<file path="config.mk">
export PLATFORM = sky130hd
export DESIGN_NAME = fir_par_gen
export DESIGN_NICKNAME = d
export VERILOG_FILES = /design/src/rtl/fir_par_gen.sv
export SDC_FILE = /design/constraint.sdc
export NUM_CORES = 1
export LEC_CHECK = 0
export ABC_AREA = 1
export BUFFER_PORTS_ARGS = -buffer_cell sky130_fd_sc_hd__buf_2
export CORE_MARGIN = 1
export CORE_UTILIZATION = 38
export CTS_BUF_LIST = sky130_fd_sc_hd__clkbuf_16
export DETAILED_ROUTE_END_ITERATION = 8
export PLACE_DENSITY = 0.67
export SYNTH_ARGS = -nofsm -noshare
export SYNTH_HDL_FRONTEND = slang
export SYNTH_SLANG_ARGS = --single-unit
export TNS_END_PERCENT = 50
</file>
<file path="constraint.sdc">
create_clock -name clk -period 0.91 [get_ports clk]
set_input_delay 0.0455 -clock clk [delete_from_list [all_inputs] [get_ports clk]]
set_output_delay 0.0455 -clock clk [all_outputs]
set_load 0.01 [all_outputs]
</file>
<file path="src/rtl/fir_par_gen.sv">
// Sliding six-tap window generator feeding the DWT FIR MAC.
// One sample is captured per clock. All six taps are presented in parallel.
// Every second full window is flagged to give the 2:1 analysis decimation.
module fir_par_gen #(
    parameter int w_in = 15
) (
    input  logic                   clk,
    input  logic                   rstn,
    input  logic signed [w_in-1:0] data_in,
    output logic                   valid_wire,
    output logic signed [w_in-1:0] data_out_0_wire,
    output logic signed [w_in-1:0] data_out_1_wire,
    output logic signed [w_in-1:0] data_out_2_wire,
    output logic signed [w_in-1:0] data_out_3_wire,
    output logic signed [w_in-1:0] data_out_4_wire,
    output logic signed [w_in-1:0] data_out_5_wire
);

    localparam logic [2:0] cnt_full = 3'd6;

    logic signed [w_in-1:0] tap [6];
    logic [2:0]             cnt;
    logic                   ph;

    // Shift the window, count fill up to saturation, and toggle the decimation phase.
    always_ff @(posedge clk) begin
        if (rstn) begin
            for (int k = 0; k < 6; k++) begin
                tap[k] <= '0;
            end
            cnt <= '0;
            ph  <= 1'b0;
        end else begin
            tap[0] <= data_in;
            for (int k = 1; k < 6; k++) begin
                tap[k] <= tap[k-1];
            end
            if (cnt != cnt_full) begin
                cnt <= cnt + 3'd1;
            end
            ph <= ~ph;
        end
    end

    // The phase bit is low after an even number of captures, so a full window
    // is flagged on the 6th, 8th, 10th... sample.
    assign valid_wire      = (cnt == cnt_full) && !ph;
    assign data_out_0_wire = tap[0];
    assign data_out_1_wire = tap[1];
    assign data_out_2_wire = tap[2];
    assign data_out_3_wire = tap[3];
    assign data_out_4_wire = tap[4];
    assign data_out_5_wire = tap[5];

endmodule

</file>
==> impl_results.md <==
- Status: finished with violations
- Failing checks: negative setup slack
- Final GP Congestion: 0.706
- Total core area: 6910 sq um
- Post-synth top cells: 97 x nor2_1, 94 x dfxtp_1, 92 x inv_1
- Die area: 7580 sq um
- Tcrit/Tclk final: 128%
- Clock latency on the worst-skew pair: 0.33 ns
- Longest Clk Path Bufs: 2
- DR WL/cell: around 9 um
- Final hold violations: 0
- Pwr/cell area: 2180 nW/um^2
- Leading area contributor after synthesis: dfxtp_1
- Ys flop type: dfxtp_1
- Post-synth design cell area: roughly 2700 sq um
- Diode count: 0
- Area Overhead vs Synth: 41.4%
- Layout Cells excl Fill: 536
- Synth Area in XOR/XNOR: 0%
- GR Util All Layers: 13.8%
- Placed inst area: 3360 sq um
- DRT Pass-1 Iters: 4
- Worst Tran Pin Value: 0.307 ns
- Initial Utilization: 39.8%
- Max-Cap Viols: 0
- CP endpoint kind: output port
- Largest family of logic cells by synthesized area: buffers and inverters
- TritonCTS buffer count: 9
- Vias in the first global route: between 1500 and 2000
- Setup CP Type: flip-flop to output port
- RSZ-0062 raised after global routing: true
- Max rail drop VDD: 0.948 mV
- Post-synth cell types: 9
- Leakage: 2.01 nW
- Register bit count reported by yosys: 94
- Simple-gate portion of the synthesized area: 14.2%
- Clock Skew: 0.00455 ns
- WHS: 0.0985 ns
- Clock sinks: 94
- Avg Cell Area, Syn: 9.07 sq um
- Initial antenna violation count: 0
- CTS tree: done
- WP data required: approximately 0.86 ns
- Worst setup SP type: flip-flop
- Cell count after placement: 500
- Synth Area in Adders: 0.910%
- IO buf count: 107
- Setup violations, final: 4
- Synth async-reset ratio: 0%
- CTS HTree Levels: 3
- DR vias: 2040
- Routed Wire Length: just under 5000 um
- Top Usage Layer GRT: met2
- Post-route ant nets: 0
- I/O pin cnt: 108
- Die height: roughly 87 um
- Synth Area in Compound Gates: 0.182%
- Max Clk Rate: 859 MHz
- Post-synth EDFFs: 0
- Global-route met2 utilization: about a quarter
- Die W: approximately 87 um
- Fin worst setup slack: -0.254 ns
- FP Rows: 30
- Hold crit path type: input port to flip-flop
- Drt via density: 3.81
- GRT Residual Overflow: 0
- Share of layout cells above drive strength 1: 31.6%
- Synth Warn #: 0
- Post-layout nets: 454
- Post-Syn Nets: approximately 320
- Share of the synthesized area in the top cell type: roughly 70%
- Register area share after synthesis: a little under 70%
- Largest net degree at the start of global routing: 34
- Arrival @ worst endpoint: 1.12 ns
- Tmin final: 1.16 ns
- Mux contribution to synthesized area: 0%
- GR Util met3: 3.51%
- Pre-CTS setup slack: -0.104 ns
- DRC viols: 0
- First-pass GRT wire length: 7990 um
- Worst slew margin: 79.5%
- Slew Limit Fails: 0
- First DRT Iteration DRCs: 12
- Count leader, synth: nor2_1
- Post-detail-place hpwl: 3350 um
- Fin util: 56.3%
- Clock transition at path regs: 0.07 ns
- Root buffer cell: clkbuf_16
- Ranking of synthesized cells by area: dfxtp_1 68%, nor2_1 13%, inv_1 13%
- Post-route cell area: roughly 4000 sq um
- CP Max Fanout: 2
- Met1 Usage GRT: 15.3%
- Synthesized instance count: 303
[stage by stage]
| step | TNS [ns] | total power [mW] |
|---|---|---|
| after floorplan | 0 | 4.62 |
| after global placement | -0.0193 | 4.77 |
| after detailed placement | -0.215 | 4.79 |
| after CTS | -0.452 | 8.52 |
| after global routing | -1.02 | 8.81 |
| final | -0.785 | 8.45 |
[critical path: stages, from the launching register on]
cell and delay (ns):
dfxtp_2 0.32, inv_2 0.07, ha_4 0.15, nand2_4 0.06, nor2_4 0.09, buf_6 0.10
[per-layer routing]
metal	vias to the layer above	part of all wire (%)
met5	-	0
met4	0	2.5
met3	10	6.3
met2	65	49
met1	878	42
li1	1087	-
[where the power goes]
group | internal, mW | leakage (nW) | switching, mW
Combinational | 0.238 | 1.10 | 0.255
Clock | 2.14 | 0.144 | 1.53
Sequential | 4.23 | 0.767 | 0.0622
[kinds of logic (layout without fill, tap and decap cells)]
| group | count (synthesis) | after routing |
|---|---|---|
| AO/OA/AOI/OAI | 1 | 1 |
| flip-flops | 94 | 94 |
| adder cells (fa/ha/maj) | 2 | 2 |
| AND/OR/NAND/NOR | 104 | 104 |
| buffers and inverters | 102 | 239 |
[worst paths after layout]
kind	from	endpoint	slack, ns	cells past startpoint
max	cnt[0]	valid_wire	-0.25	5
min	rstn	tap[2][1]	0.1	3
max reg2reg	cnt[0]	cnt[0]	-0.22	8
min reg2reg	tap[2][11]	tap[3][11]	0.41	2
[final cells by class]
cell class | instances | area (sq um)
fillers | 688 | 3020
flip-flops and latches | 94 | 1880
repair buffers | 131 | 785
multi-input cells | 107 | 454
inverters | 92 | 345
clock buffers | 9 | 225
well taps | 96 | 120
clock inverters | 7 | 72.6
[state kept, by name, indices dropped and copies added (netlist names)]
signal	cells
cnt	3
ph	1
tap	90
[placed cells by master, fill, tap and decap left out, types with 2 or more instances in the layout]
cell type,n
nand2_2,2
nor2_1,96
buf_12,2
buf_4,7
dlygate4sd3_1,15
inv_1,91
buf_2,106
inv_6,2
nand2_1,3
dfxtp_1,92
clkbuf_16,9
dfxtp_2,2
[what timing repair did]
item                                   CTS  global route
setup endpoints to repair                4             4
pin swaps                                2             3
setup buffers                            3             2
hold buffers                            15             0
endpoints found under the hold margin   15             0
gates resized for setup                  6             4
Power figures use the tool's default switching activity.
